File: config.mk
export PLATFORM = sky130hd
export DESIGN_NAME = ysyx_23060201_mem_arb
export DESIGN_NICKNAME = d
export VERILOG_FILES = /design/src/rtl/ysyx_23060201_mem_arb_pkg.sv /design/src/rtl/ysyx_23060201_mem_delay.sv /design/src/rtl/ysyx_23060201_mem_arb.sv
export SDC_FILE = /design/constraint.sdc
export NUM_CORES = 1
export LEC_CHECK = 0
export CORE_MARGIN = 3
export CORE_UTILIZATION = 41
export CTS_CLUSTER_SIZE = 24
export DETAILED_ROUTE_END_ITERATION = 8
export PLACE_DENSITY_LB_ADDON = 0.08
export SLEW_MARGIN = 5
export SYNTH_ARGS = -nofsm -noshare
export SYNTH_HDL_FRONTEND = slang
export SYNTH_SLANG_ARGS = --single-unit
File: constraint.sdc
create_clock -name clk -period 10.15 [get_ports clk]
set_input_delay 2.03 -clock clk [delete_from_list [all_inputs] [get_ports clk]]
set_output_delay 2.03 -clock clk [all_outputs]
set_load 0.02 [all_outputs]
File: src/rtl/ysyx_23060201_mem_arb_pkg.sv
// ysyx_23060201_mem_arb_pkg: FSM states, owner encoding and IFU fetch mask shared by the memory arbiter
package ysyx_23060201_mem_arb_pkg;
    typedef enum logic [1:0] {IDLE = 2'd0, ACCESS = 2'd1, RESP = 2'd2} state_t;
    typedef enum logic {OWN_IFU = 1'b0, OWN_LSU = 1'b1} owner_t;
    localparam logic [7:0] IFU_MASK = 8'h0F;
endpackage

File: src/rtl/ysyx_23060201_mem_delay.sv
// ysyx_23060201_mem_delay: loadable down-counter emulating fixed memory latency, done when it reaches zero
module ysyx_23060201_mem_delay #(
    parameter int LATENCY = 1
) (
    input  logic clk,
    input  logic rst,
    input  logic i_load,
    input  logic i_dec,
    output logic o_done
);
    localparam int CW = $clog2(LATENCY + 1);
    logic [CW-1:0] r_cnt;
    always_ff @(posedge clk or posedge rst) begin
        if (rst) r_cnt <= '0;
        else if (i_load) r_cnt <= CW'(LATENCY - 1);
        else if (i_dec && r_cnt != '0) r_cnt <= r_cnt - 1'b1;
    end
    assign o_done = r_cnt == '0;
endmodule

File: src/rtl/ysyx_23060201_mem_arb.sv
// ysyx_23060201_mem_arb: IFU/LSU arbiter and latency sequencer in front of the data memory.
// Define MEM_ARB_RR_EN for round-robin tie breaking; otherwise LSU wins ties.
module ysyx_23060201_mem_arb
    import ysyx_23060201_mem_arb_pkg::*;
#(
    parameter int MEM_ADDR_WIDTH = 32,
    parameter int DATA_WIDTH     = 32,
    parameter int LATENCY        = 1
) (
    input  logic                      clk,
    input  logic                      rst,
    input  logic                      ifu_req_valid,
    output logic                      ifu_req_ready,
    input  logic [MEM_ADDR_WIDTH-1:0] ifu_req_addr,
    output logic                      ifu_resp_valid,
    input  logic                      ifu_resp_ready,
    input  logic                      lsu_req_valid,
    output logic                      lsu_req_ready,
    input  logic                      lsu_req_wen,
    input  logic [MEM_ADDR_WIDTH-1:0] lsu_req_addr,
    input  logic [7:0]                lsu_req_mask,
    input  logic [DATA_WIDTH-1:0]     lsu_req_wdata,
    output logic                      lsu_resp_valid,
    input  logic                      lsu_resp_ready,
    output logic [DATA_WIDTH-1:0]     resp_data,
    output logic                      mem_ren,
    output logic [MEM_ADDR_WIDTH-1:0] mem_raddr,
    output logic [7:0]                mem_rmask,
    output logic                      mem_wen,
    output logic [MEM_ADDR_WIDTH-1:0] mem_waddr,
    output logic [7:0]                mem_wmask,
    output logic [DATA_WIDTH-1:0]     mem_wdata,
    input  logic [DATA_WIDTH-1:0]     mem_rdata
);
    if (LATENCY < 1) begin : g_bad_latency
        $error("ysyx_23060201_mem_arb: LATENCY must be >= 1");
    end
    state_t r_state, w_state_nxt;
    owner_t r_owner;
    logic                      r_wen;
    logic [MEM_ADDR_WIDTH-1:0] r_addr;
    logic [7:0]                r_mask;
    logic [DATA_WIDTH-1:0]     r_wdata, r_resp_data;
    logic w_idle, w_access, w_prio_lsu, w_grant_lsu, w_grant_ifu, w_hs, w_done, w_resp_ok;
`ifdef MEM_ARB_RR_EN
    owner_t r_last;
    always_ff @(posedge clk or posedge rst) begin
        if (rst) r_last <= OWN_IFU;
        else if (w_hs) r_last <= w_grant_lsu ? OWN_LSU : OWN_IFU;
    end
    assign w_prio_lsu = r_last == OWN_IFU;
`else
    assign w_prio_lsu = 1'b1;
`endif
    assign w_idle        = r_state == IDLE && !rst;
    assign w_access      = r_state == ACCESS;
    assign w_grant_lsu   = w_idle && lsu_req_valid && (!ifu_req_valid || w_prio_lsu);
    assign w_grant_ifu   = w_idle && ifu_req_valid && !w_grant_lsu;
    assign w_hs          = w_grant_lsu || w_grant_ifu;
    assign w_resp_ok     = r_owner == OWN_LSU ? lsu_resp_ready : ifu_resp_ready;
    assign lsu_req_ready = w_grant_lsu;
    assign ifu_req_ready = w_grant_ifu;
    ysyx_23060201_mem_delay #(.LATENCY(LATENCY)) u_delay (
        .clk    (clk),
        .rst    (rst),
        .i_load (w_hs),
        .i_dec  (w_access),
        .o_done (w_done)
    );
    always_ff @(posedge clk or posedge rst) begin
        if (rst) begin
            r_state     <= IDLE;
            r_owner     <= OWN_IFU;
            r_wen       <= 1'b0;
            r_addr      <= '0;
            r_mask      <= '0;
            r_wdata     <= '0;
            r_resp_data <= '0;
        end else begin
            r_state <= w_state_nxt;
            if (w_hs) begin
                r_owner <= w_grant_lsu ? OWN_LSU : OWN_IFU;
                r_wen   <= w_grant_lsu && lsu_req_wen;
                r_addr  <= w_grant_lsu ? lsu_req_addr : ifu_req_addr;
                r_mask  <= w_grant_lsu ? lsu_req_mask : IFU_MASK;
                r_wdata <= lsu_req_wdata;
            end
            if (w_access && w_done) r_resp_data <= r_wen ? '0 : mem_rdata;
        end
    end
    always_comb begin
        w_state_nxt    = r_state;
        mem_ren        = 1'b0;
        mem_wen        = 1'b0;
        ifu_resp_valid = 1'b0;
        lsu_resp_valid = 1'b0;
        w_state_nxt    = (r_state == IDLE && w_hs) ? ACCESS :
                         (w_access && w_done) ? RESP :
                         (r_state == RESP && w_resp_ok) ? IDLE : r_state;
        mem_ren        = w_access && !r_wen;
        mem_wen        = w_access && r_wen && w_done;
        ifu_resp_valid = r_state == RESP && r_owner == OWN_IFU;
        lsu_resp_valid = r_state == RESP && r_owner == OWN_LSU;
    end
    assign resp_data = r_resp_data;
    assign mem_raddr = r_addr;
    assign mem_rmask = r_mask;
    assign mem_waddr = r_addr;
    assign mem_wmask = r_mask;
    assign mem_wdata = r_wdata;
endmodule

==> results of run 1 <==
## cell type report
| class | instances | area (um^2) | area share [%] |
|---|---|---|---|
| clock buffers | 13 | 270 | 3.45 |
| clock inverters | 3 | 18.8 | 0.240 |
| inverters | 5 | 21.3 | 0.271 |
| multi-input cells | 256 | 1650 | 21.1 |
| flip-flops and latches | 109 | 2730 | 34.8 |
| well taps | 143 | 179 | 2.28 |
| repair buffers | 298 | 2970 | 37.9 |
## flip-flops by register name, summed over array words and instances (netlist names)
name,cells
r_state,2
mem_raddr,32
resp_data,32
r_wen,1
mem_rmask,8
u_delay.r_cnt,1
mem_wdata,32
r_owner,1
## worst reg2reg max path, cell delays in order, from the launching register on
cell and delay (ns):
sky130_fd_sc_hd__dfrtp_1 0.50, sky130_fd_sc_hd__or3_1 0.52, sky130_fd_sc_hd__nor2_8 0.56, sky130_fd_sc_hd__mux2_2 0.43
## power groups by stage
stage                     sequential [W]  combinational (W)  clock, W
final                           0.000812            0.00143  0.000340
after global placement          0.000806            0.00143         0
after detailed placement        0.000819            0.00144         0
after CTS                       0.000813            0.00145  0.000351
after global routing            0.000842            0.00152  0.000367
after floorplan                  0.00103           0.000598         0
## worst max-delay path by stage
| stage | from | endpoint | slack (ns) | cells past startpoint |
|---|---|---|---|---|
| after global routing | rst | lsu_req_ready | 4.17 | 5 |
| after floorplan | rst | mem_raddr[0]$_DFFE_PP0P_ | 5.25 | 1 |
| after detailed placement | rst | lsu_req_ready | 4.26 | 5 |
| after global placement | rst | lsu_req_ready | 4.28 | 5 |
| after CTS | rst | lsu_req_ready | 4.24 | 5 |
| final | rst | lsu_req_ready | 4.24 | 5 |
## cells in the final DEF, fill, tap and decap left out, drive strengths merged
master	n
clkdlybuf4s50	292
dfrtp	109
nand2	101
o21ai	35
a32oi	32
a22oi	32
mux2	32
clkbuf	13
buf	6
nor2	5
o22a	4
a22o	4
inv	4
clkinv	4
nor3	2
a21oi	2
or3b	1
or3	1
nor3b	1
nor4b	1
a21o	1
mux2i	1
and3	1
## per-layer routing
layer  part of all wire (%)  wire length [um]
met4                    3.2               500
met1                     39              6030
met3                    8.5              1330
met5                      0                 0
met2                     50              7750
## logic make-up after synthesis
group / Yosys count
buffers and inverters: 76
flip-flops: 109
AND/OR/NAND/NOR: 113
multiplexers: 33
AO/OA/AOI/OAI: 110
## per-stage QoR
| step | total power [W] | utilization [%] |
|---|---|---|
| after global routing | 0.00273 | 68.0 |
| after CTS | 0.00261 | 68.0 |
| final | 0.00258 | 68.0 |
| after global placement | 0.00223 | 65.5 |
| after detailed placement | 0.00226 | 65.5 |
| after floorplan | 0.00163 | - |
==> results.rst, run 1 <==
.. list-table::
   :header-rows: 1

   * - Metric
     - Value
   * - Run status
     - completed
   * - Starting DRC count in detailed routing
     - 175
   * - Cell area power density
     - 329 nW/um^2
   * - Clock Latency Late Sink
     - ~0.34 ns
   * - Root buffer cell
     - sky130_fd_sc_hd__clkbuf_16
   * - Part of the Yosys area used for sequential elements
     - 56.2%
   * - Hold Worst Slack
     - 0.480 ns
   * - Portion of netlist area occupied by mux cells
     - 8.02%
   * - Dominant combinational cell family by area after synthesis
     - compound AO/OA/AOI/OAI gates
   * - Switching power of the nets
     - 0.00105 W
   * - Period minus WS final
     - 5.91 ns
   * - Worst Hold Depth
     - 2
   * - Clock edge transition at the registers on the reported setup and hold paths
     - 0.07 ns
   * - Register bit count reported by yosys
     - 109
   * - Post-Synth Adder-Cell Area
     - 0%
   * - Detail-routed via count per cell
     - 5.19
   * - Max-capacitance violation count
     - 0
   * - Sum of negative setup slack
     - 0 ns
   * - Slew headroom
     - between 20 and 30%
   * - Final Hold Vio Count
     - 0
   * - Arr. time, crit path
     - 3.88 ns
   * - Largest clock skew in the final design
     - 0.00793 ns
   * - Total global routing overflow
     - 0
   * - Placer Congestion
     - 0.768
   * - Combinational Power Share
     - 55.4%
   * - Number of antenna violations at the first check in global routing
     - 0
   * - Fraction of power consumed by the clock network
     - 13.2%
   * - Hold-fix buffers, CTS
     - 0
   * - Biggest fanout along the worst timing path
     - 5
   * - Complex-gate fraction of the synthesized area
     - approximately 16%
   * - Most numerous cell in the Yosys netlist
     - sky130_fd_sc_hd__dfrtp_1
   * - Die ar.
     - approximately 13,000 um^2
   * - Critical-path cell with the highest stage delay
     - sky130_fd_sc_hd__clkdlybuf4s50_1
   * - Sinks on Clock Net
     - 109
   * - DRC violations left
     - 0
   * - Commonest cells in the netlist
     - 109 x sky130_fd_sc_hd__dfrtp_1, 101 x sky130_fd_sc_hd__nand2_1, 40 x sky130_fd_sc_hd__buf_4
   * - Worst path cell trace
     - clkdlybuf4s50_1 -> nor3_1 -> nand2_1 -> inv_1 -> clkdlybuf4s50_1
   * - Library cell occupying the most area in the post-synthesis netlist
     - sky130_fd_sc_hd__dfrtp_1
   * - Die height
     - 115 um
   * - Area of the mapped netlist
     - 4850 um^2
   * - Cells after Synth
     - about 440
   * - PostCTS Resize Cnt
     - 0
   * - Static leakage power
     - 3.31 nW
   * - Fill cell count
     - between 800 and 900
   * - Number of nets produced by synthesis
     - 584
   * - Distinct cell type count after synthesis
     - 28
   * - Unrepaired setup endpoints after global routing
     - no
   * - Internal Pwr Total
     - 0.00153 W
   * - Total number of vias
     - between 4,000 and 5,000
   * - Number of I/O port buffers
     - ~290
   * - I/O pin total
     - 293
   * - Peak Freq
     - 169 MHz
   * - Final routed wirelength across all metal layers
     - roughly 16,000 um
   * - Area growth from synthesis to layout
     - 61.5%
   * - Post-detailed-placement cell area
     - approximately 7500 um^2
   * - Startpoint of the lowest-slack register-to-register path
     - r_state[0]$_DFFE_PP0P_
   * - Instance count after placement with tap cells included
     - 811
   * - DP HPWL
     - 11,500 um
   * - Flip-flop cell with the highest count after synthesis
     - sky130_fd_sc_hd__dfrtp_1
   * - Fraction of final layout cells with drive strength greater than 1
     - under 10%
   * - Maximum buffer depth of the clock tree
     - 2
   * - Most utilized layer in the global route result
     - met2
   * - GRT Overall Usage
     - 23.4%
   * - Effective utilization at floorplan
     - 42.1%
   * - Delay of the slowest critical-path stage
     - 0.63 ns
   * - Syn. warnings
     - 0
   * - Path type of the worst min-delay path
     - flip-flop to flip-flop
   * - Width of the die
     - approximately 110 um
   * - Maximum level of the CTS H-tree
     - 3
   * - Critical R2R Capture
     - mem_wdata[31]$_DFFE_PP0P_
   * - Share of total power consumed by net switching
     - roughly two fifths
   * - Global routing met3 resource utilization
     - 6.32%
   * - Count of buffering cells on the critical path with inverters included
     - 3
   * - Routing usage on met2
     - 39.3%
   * - Hold Startpoint
     - resp_data[17]$_DFFE_PP0P_
   * - R2R depth
     - 3
   * - First drt pass iteration count
     - 4
   * - Number of nets with antenna violations after routing
     - 0
   * - Finish-stage setup viols
     - 0
   * - Critical path type
     - primary input to output port
   * - Async SR Flop Fraction
     - 100%
   * - Setup slack at placement
     - about 4.3 ns
   * - Post-synth EDFFs
     - 0
   * - Std-Cell Rows
     - 39
   * - Worst-case register-to-register setup slack
     - 8.03 ns
   * - Post-synthesis simple-gate area fraction
     - 9.64%
   * - Final period util
     - 58.2%
   * - Area share of xor/xnor cells in the synthesized design
     - 0%
   * - Transition time at the pin with the least slew margin
     - 1.07 ns
   * - Largest cells by area after synthesis
     - sky130_fd_sc_hd__dfrtp_1 56%, sky130_fd_sc_hd__nand2_1 7.8%, sky130_fd_sc_hd__buf_4 6.2%
   * - VDD IR-drop max
     - around 0.00020 V
   * - Number of buffers inserted during clock tree synthesis
     - 9
   * - Vias in the first global route
     - 4,278
   * - CTS tree
     - built
   * - Min setup slack post-route
     - 4.24 ns
   * - Number of cells in the finished layout apart from fillers
     - between 800 and 900
   * - Crit-path leading delay family
     - buffers and inverters
   * - Core region area
     - 11,500 um^2
   * - Nature of the critical path startpoint
     - primary input
   * - Post-detailed-route wirelength per cell
     - ~19 um
   * - Endpoint, Worst Hold
     - resp_data[17]$_DFFE_PP0P_
   * - Final slew viol count
     - 0
   * - Mean area per synthesized cell
     - approximately 11 um^2
   * - Critical path data required time
     - 8.12 ns
   * - Antenna fix cells
     - 0
   * - Share of the synthesized area in the top cell type
     - 56.2%
   * - Post-CTS setup repair buffer count
     - 0
   * - Crit path capture type
     - output port
   * - First-pass GRT wire length
     - 23,800 um
   * - Critical Path Most Common Cell
     - sky130_fd_sc_hd__clkdlybuf4s50_1
   * - Final net count
     - 822
   * - Met1 routing resource usage after global routing
     - 28.5%
   * - Sequential cell fraction of total power
     - 31.5%
   * - Largest net degree at the start of global routing
     - 66
   * - Cell area after layout
     - 7840 um^2
Note: power is estimated with default switching activity, not from simulation.
==> run 2: changes to the inputs <==
- CORE_UTILIZATION: 41 -> 38
- clock period: 10.15 -> 6.2 ns (I/O delays scaled with it)
==> run 2 against run 1 <==
Sequential power grew 64%; count of clock-buffer cells in the layout shrank 4; highest routed layer unchanged; clock power is 82% higher.
==> results.rst, run 2 (synthesis gave the netlist of run 1 again) <==
.. list-table::
   :header-rows: 1

   * - Metric
     - Value
   * - DRC violations left
     - 0
   * - Number of cells in the finished layout apart from fillers
     - 852
   * - Crit path capture type
     - output port
   * - Starting DRC count in detailed routing
     - 163
   * - Number of antenna violations at the first check in global routing
     - 0
   * - Clock Latency Late Sink
     - 0.34 ns
   * - Run status
     - completed
   * - Root buffer cell
     - sky130_fd_sc_hd__clkbuf_16
   * - Sequential cell fraction of total power
     - between 30% and 40%
   * - Post-CTS setup repair buffer count
     - 0
   * - Nature of the critical path startpoint
     - primary input
   * - Max-capacitance violation count
     - 0
   * - Final slew viol count
     - 0
   * - Critical-path cell with the highest stage delay
     - sky130_fd_sc_hd__clkdlybuf4s50_1
   * - Static leakage power
     - 3.31 nW
   * - Slew headroom
     - about 27%
   * - R2R depth
     - 4
   * - Worst-case register-to-register setup slack
     - ~4.0 ns
   * - Total number of vias
     - 4,231
   * - Leading cell type in the layout, fill and taps excluded
     - sky130_fd_sc_hd__clkdlybuf4s50_1
   * - Transition time at the pin with the least slew margin
     - 1.09 ns
   * - Count of buffering cells on the critical path with inverters included
     - 3
   * - PostCTS Resize Cnt
     - 0
   * - Total global routing overflow
     - 0
   * - First drt pass iteration count
     - 4
   * - Post-detailed-route wirelength per cell
     - 18.0 um
   * - Fraction of final layout cells with drive strength greater than 1
     - 5.56%
   * - Arr. time, crit path
     - 3.08 ns
   * - Share of total power consumed by net switching
     - 40.1%
   * - Delay of the slowest critical-path stage
     - 0.65 ns
   * - Detail-routed via count per cell
     - ~5.0
   * - Unrepaired setup endpoints after global routing
     - no
   * - Hold Startpoint
     - resp_data[24]$_DFFE_PP0P_
   * - Maximum level of the CTS H-tree
     - 3
   * - I/O pin total
     - 293
   * - Vias in the first global route
     - 4,379
   * - Width of the die
     - 119 um
   * - Effective utilization at floorplan
     - 39.6%
   * - Finish-stage setup viols
     - 0
   * - Die ar.
     - between 10,000 and 15,000 um^2
   * - CTS tree
     - built
   * - Critical path data required time
     - between 4 and 5 ns
   * - Die height
     - 119 um
   * - Path type of the worst min-delay path
     - flip-flop to flip-flop
   * - Largest clock skew in the final design
     - 0.00885 ns
   * - Cell area power density
     - approximately 540 nW/um^2
   * - Placer Congestion
     - ~0.73
   * - Endpoint, Worst Hold
     - resp_data[24]$_DFFE_PP0P_
   * - Final period util
     - 69.7%
   * - Instance count after placement with tap cells included
     - 836
   * - Internal Pwr Total
     - 0.00256 W
   * - VDD IR-drop max
     - 0.000303 V
   * - Final net count
     - between 800 and 900
   * - Maximum buffer depth of the clock tree
     - 2
   * - Crit-path leading delay family
     - buffers and inverters
   * - Number of buffers inserted during clock tree synthesis
     - 9
   * - Fraction of power consumed by the clock network
     - 14.5%
   * - Largest net degree at the start of global routing
     - 75
   * - Critical Path Most Common Cell
     - sky130_fd_sc_hd__clkdlybuf4s50_1
   * - Commonest cells after routing, fill and taps aside
     - 292 x sky130_fd_sc_hd__clkdlybuf4s50_1, 109 x sky130_fd_sc_hd__dfrtp_1, 101 x sky130_fd_sc_hd__nand2_1
   * - GRT Overall Usage
     - approximately 22%
   * - Peak Freq
     - 232 MHz
   * - Clock edge transition at the registers on the reported setup and hold paths
     - 0.07 ns
   * - Startpoint of the lowest-slack register-to-register path
     - r_state[0]$_DFFE_PP0P_
   * - Number of I/O port buffers
     - 292
   * - Worst Hold Depth
     - 2
   * - Worst path cell trace
     - clkdlybuf4s50_1 -> nor3_1 -> nand2_1 -> inv_1 -> clkdlybuf4s50_1
   * - Final routed wirelength across all metal layers
     - 15,300 um
   * - Hold-fix buffers, CTS
     - 0
   * - Period minus WS final
     - approximately 4.3 ns
   * - Critical R2R Capture
     - mem_wdata[27]$_DFFE_PP0P_
   * - Core region area
     - ~12,000 um^2
   * - Critical path type
     - primary input to output port
   * - Area growth from synthesis to layout
     - 62.9%
   * - Final Hold Vio Count
     - 0
   * - Combinational Power Share
     - 54.5%
   * - DP HPWL
     - between 10,000 and 15,000 um
   * - Switching power of the nets
     - ~0.0017 W
   * - Antenna fix cells
     - 0
   * - First-pass GRT wire length
     - ~24,000 um
   * - Std-Cell Rows
     - 40
   * - Sum of negative setup slack
     - 0 ns
   * - Number of nets with antenna violations after routing
     - 0
   * - Biggest fanout along the worst timing path
     - 5
   * - Sinks on Clock Net
     - 109
[run 2: stage by stage]
| stage | cell area, um^2 | util [%] | worst slack, ns | hold WS [ns] | total power [W] |
|---|---|---|---|---|---|
| after detailed placement | 7580 | 61.8 | 1.89 | 0.469 | 0.00369 |
| after global routing | 7900 | 64.5 | 1.70 | 0.507 | 0.00453 |
| after CTS | 7900 | 64.5 | 1.88 | 0.486 | 0.00433 |
| after global placement | 7580 | 61.8 | 1.94 | 0.465 | 0.00365 |
| after floorplan | 4850 | - | 2.09 | 0.447 | 0.00267 |
| final | 7900 | 64.5 | 1.88 | 0.481 | 0.00428 |
[run 2: layout make-up]
cell class	count	area (um^2)
clock inverters	7	100
fillers	1000	4360
clock buffers	9	225
well taps	168	210
multi-input cells	256	1650
repair buffers	298	2970
inverters	5	21.3
flip-flops and latches	109	2730
[run 2: layer usage]
layer	share of wire, %	routed length (um)	global-route usage (%)
met5	0	0	0
met4	2.3	352	7.68
met3	8.2	1260	6.46
met2	50	7720	36.6
met1	39	5980	26.1
[run 2: how the worst max path moves through the flow]
stage,to,startpoint,cells after the start
global placement,lsu_req_ready,rst,5
CTS,lsu_req_ready,rst,5
detailed placement,lsu_req_ready,rst,5
global route,lsu_req_ready,rst,5
floorplan,mem_raddr[0]$_DFFE_PP0P_,rst,1
finish,lsu_req_ready,rst,5
[run 2: power by group through the flow]
stage | logic (W) | registers [W] | clock network (W)
final | 0.00233 | 0.00133 | 0.000619
after global routing | 0.00249 | 0.00138 | 0.000665
after CTS | 0.00236 | 0.00133 | 0.000637
after detailed placement | 0.00236 | 0.00134 | 0
after global placement | 0.00233 | 0.00132 | 0
after floorplan | 0.000980 | 0.00169 | 0
[run 2: tightest hold or removal path, stage by stage (launching register included)]
cell and delay [ns]:
sky130_fd_sc_hd__dfrtp_1 0.34, sky130_fd_sc_hd__nand2_1 0.04, sky130_fd_sc_hd__o21ai_0 0.06
==> run 3: changes to the inputs <==
- CORE_UTILIZATION: 38 -> 34
- clock period: 6.2 -> 3.8 ns (I/O delays scaled with it)
==> run 3 against run 2 <==
Design area grew 0.59%; total power grew 65%; non-clock buffer count grew 1.
==> results.rst, run 3 (synthesis gave the netlist of run 1 again) <==
.. list-table::
   :header-rows: 1

   * - Metric
     - Value
   * - Leading cell type in the layout, fill and taps excluded
     - sky130_fd_sc_hd__clkdlybuf4s50_1
   * - Crit path capture type
     - output port
   * - Peak Freq
     - roughly 300 MHz
   * - First-pass GRT wire length
     - around 24,000 um
   * - Final Hold Vio Count
     - 0
   * - Slew headroom
     - 27.8%
   * - Hold Startpoint
     - mem_wdata[21]$_DFFE_PP0P_
   * - Critical R2R Capture
     - mem_wdata[25]$_DFFE_PP0P_
   * - CTS tree
     - built
   * - Area growth from synthesis to layout
     - 63.8%
   * - VDD IR-drop max
     - just under 0.0005 V
   * - Nature of the critical path startpoint
     - primary input
   * - Unrepaired setup endpoints after global routing
     - no
   * - Final net count
     - around 820
   * - Startpoint of the lowest-slack register-to-register path
     - r_state[0]$_DFFE_PP0P_
   * - Worst Hold Depth
     - 1
   * - Post-CTS setup repair buffer count
     - 0
   * - Starting DRC count in detailed routing
     - about 180
   * - Antenna fix cells
     - 0
   * - Path type of the worst min-delay path
     - flip-flop to flip-flop
   * - Critical path type
     - primary input to output port
   * - Maximum level of the CTS H-tree
     - 3
   * - Std-Cell Rows
     - 43
   * - Arr. time, crit path
     - roughly 2.6 ns
   * - Largest clock skew in the final design
     - 0.00911 ns
   * - Clock Latency Late Sink
     - 0.35 ns
   * - Core region area
     - 13,900 um^2
   * - Number of nets with antenna violations after routing
     - 0
   * - Period minus WS final
     - 3.33 ns
   * - Final slew viol count
     - 0
   * - Internal Pwr Total
     - 0.00425 W
   * - Effective utilization at floorplan
     - 34.8%
   * - Run status
     - completed
   * - Delay of the slowest critical-path stage
     - 0.64 ns
   * - R2R depth
     - 3
   * - Cell area power density
     - 886 nW/um^2
   * - Cell area after layout
     - 7950 um^2
   * - Number of buffers inserted during clock tree synthesis
     - 9
   * - Number of I/O port buffers
     - just under 300
   * - DRC violations left
     - 0
   * - Vias in the first global route
     - 4,392
   * - Fraction of final layout cells with drive strength greater than 1
     - 5.56%
   * - Post-detailed-placement cell area
     - around 7600 um^2
   * - Static leakage power
     - between 3 and 4 nW
   * - Transition time at the pin with the least slew margin
     - 1.08 ns
   * - PostCTS Resize Cnt
     - 0
   * - Biggest fanout along the worst timing path
     - 5
   * - Worst-case register-to-register setup slack
     - ~1.7 ns
   * - Sum of negative setup slack
     - 0 ns
   * - Largest net degree at the start of global routing
     - 66
   * - Clock edge transition at the registers on the reported setup and hold paths
     - 0.07 ns
   * - Switching power of the nets
     - 0.00279 W
   * - GRT Overall Usage
     - 19.2%
   * - Final period util
     - 87.5%
   * - Die ar.
     - 15,700 um^2
   * - Width of the die
     - 125 um
   * - Worst path cell trace
     - clkdlybuf4s50_1 -> nor3_1 -> nand2_1 -> inv_1 -> clkdlybuf4s50_1
   * - Placer Congestion
     - between 0.7 and 0.8
   * - Maximum buffer depth of the clock tree
     - 2
   * - Root buffer cell
     - sky130_fd_sc_hd__clkbuf_16
   * - I/O pin total
     - 293
   * - First drt pass iteration count
     - 4
   * - Finish-stage setup viols
     - 0
   * - Instance count after placement with tap cells included
     - 849
   * - Crit-path leading delay family
     - buffers and inverters
   * - Max-capacitance violation count
     - 0
   * - Hold-fix buffers, CTS
     - 0
   * - Fraction of power consumed by the clock network
     - 15.1%
   * - Post-detailed-route wirelength per cell
     - 17.9 um
   * - Min setup slack post-route
     - 0.473 ns
   * - Die height
     - 125 um
   * - Endpoint, Worst Hold
     - mem_wdata[21]$_DFFE_PP0P_
   * - Combinational Power Share
     - between 50% and 60%
   * - Total number of vias
     - 4,216
   * - Critical-path cell with the highest stage delay
     - sky130_fd_sc_hd__clkdlybuf4s50_1
   * - Final routed wirelength across all metal layers
     - 15,500 um
   * - Setup slack at placement
     - roughly 0.48 ns
   * - Commonest cells after routing, fill and taps aside
     - 292 x sky130_fd_sc_hd__clkdlybuf4s50_1, 109 x sky130_fd_sc_hd__dfrtp_1, 101 x sky130_fd_sc_hd__nand2_1
   * - Critical Path Most Common Cell
     - sky130_fd_sc_hd__clkdlybuf4s50_1
   * - Share of total power consumed by net switching
     - 39.6%
   * - Critical path data required time
     - 3.04 ns
   * - DP HPWL
     - 11,400 um
   * - Total global routing overflow
     - 0
   * - Count of buffering cells on the critical path with inverters included
     - 3
   * - Detail-routed via count per cell
     - between 4 and 5
   * - Sinks on Clock Net
     - 109
   * - Number of antenna violations at the first check in global routing
     - 0
   * - Sequential cell fraction of total power
     - 30.8%
   * - Utilization after layout
     - a little under three fifths
   * - Number of cells in the finished layout apart from fillers
     - approximately 860
[run 3: cell types whose count changed in the layout (fill, tap and decap cells not counted), sizes merged]
cell / delta
clkinvlp: -3
buf: +1
bufinv: +1
clkbuf: +1
clkinv: -1
inv: +1
[run 3: worst max-delay path by stage]
stage	depth (start not counted)	start	endpoint	slack, ns
floorplan	1	rst	mem_raddr[0]$_DFFE_PP0P_	0.17
global placement	5	rst	lsu_req_ready	0.50
detailed placement	5	rst	lsu_req_ready	0.48
CTS	5	rst	lsu_req_ready	0.45
finish	5	rst	lsu_req_ready	0.47
global route	5	rst	lsu_req_ready	0.30
[run 3: layout make-up]
cell class                 count  area (um^2)
fill                        1211         5980
timing repair buffer         299         2990
sequential                   109         2730
multi-input combinational    256         1650
clock buffer                  10          229
tap                          180          225
clock inverter                 5          108
inverter                       5         21.3
[run 3: worst reg2reg max path: stages (launching register included)]
cell                      delay, ns
sky130_fd_sc_hd__dfrtp_1       0.48
sky130_fd_sc_hd__or3_1         0.50
sky130_fd_sc_hd__nor2_8        0.56
sky130_fd_sc_hd__mux2_2        0.44
[run 3: layer usage]
metal | vias up | track usage (%) | part of all wire (%)
li1 | 1994 | - | -
met1 | 2024 | 22.6 | 39
met2 | 182 | 33.9 | 52
met3 | 16 | 6.45 | 7.7
met4 | 0 | 4.78 | 1.5
met5 | - | 0 | 0
[run 3: power groups by stage]
stage | sequential, W | clock, W | combinational [W]
5_1_grt | 0.00226 | 0.00115 | 0.00405
3_5_place_dp | 0.00219 | 0 | 0.00385
2_1_floorplan | 0.00275 | 0 | 0.00160
4_1_cts | 0.00217 | 0.00110 | 0.00386
6_report | 0.00217 | 0.00107 | 0.00381
3_3_place_gp | 0.00216 | 0 | 0.00381
[run 3: metrics by stage]
stage / total power, W / hold slack, ns
final: 0.00704 / 0.481
after global routing: 0.00746 / 0.504
after detailed placement: 0.00604 / 0.469
after floorplan: 0.00435 / 0.447
after global placement: 0.00597 / 0.464
after CTS: 0.00714 / 0.490
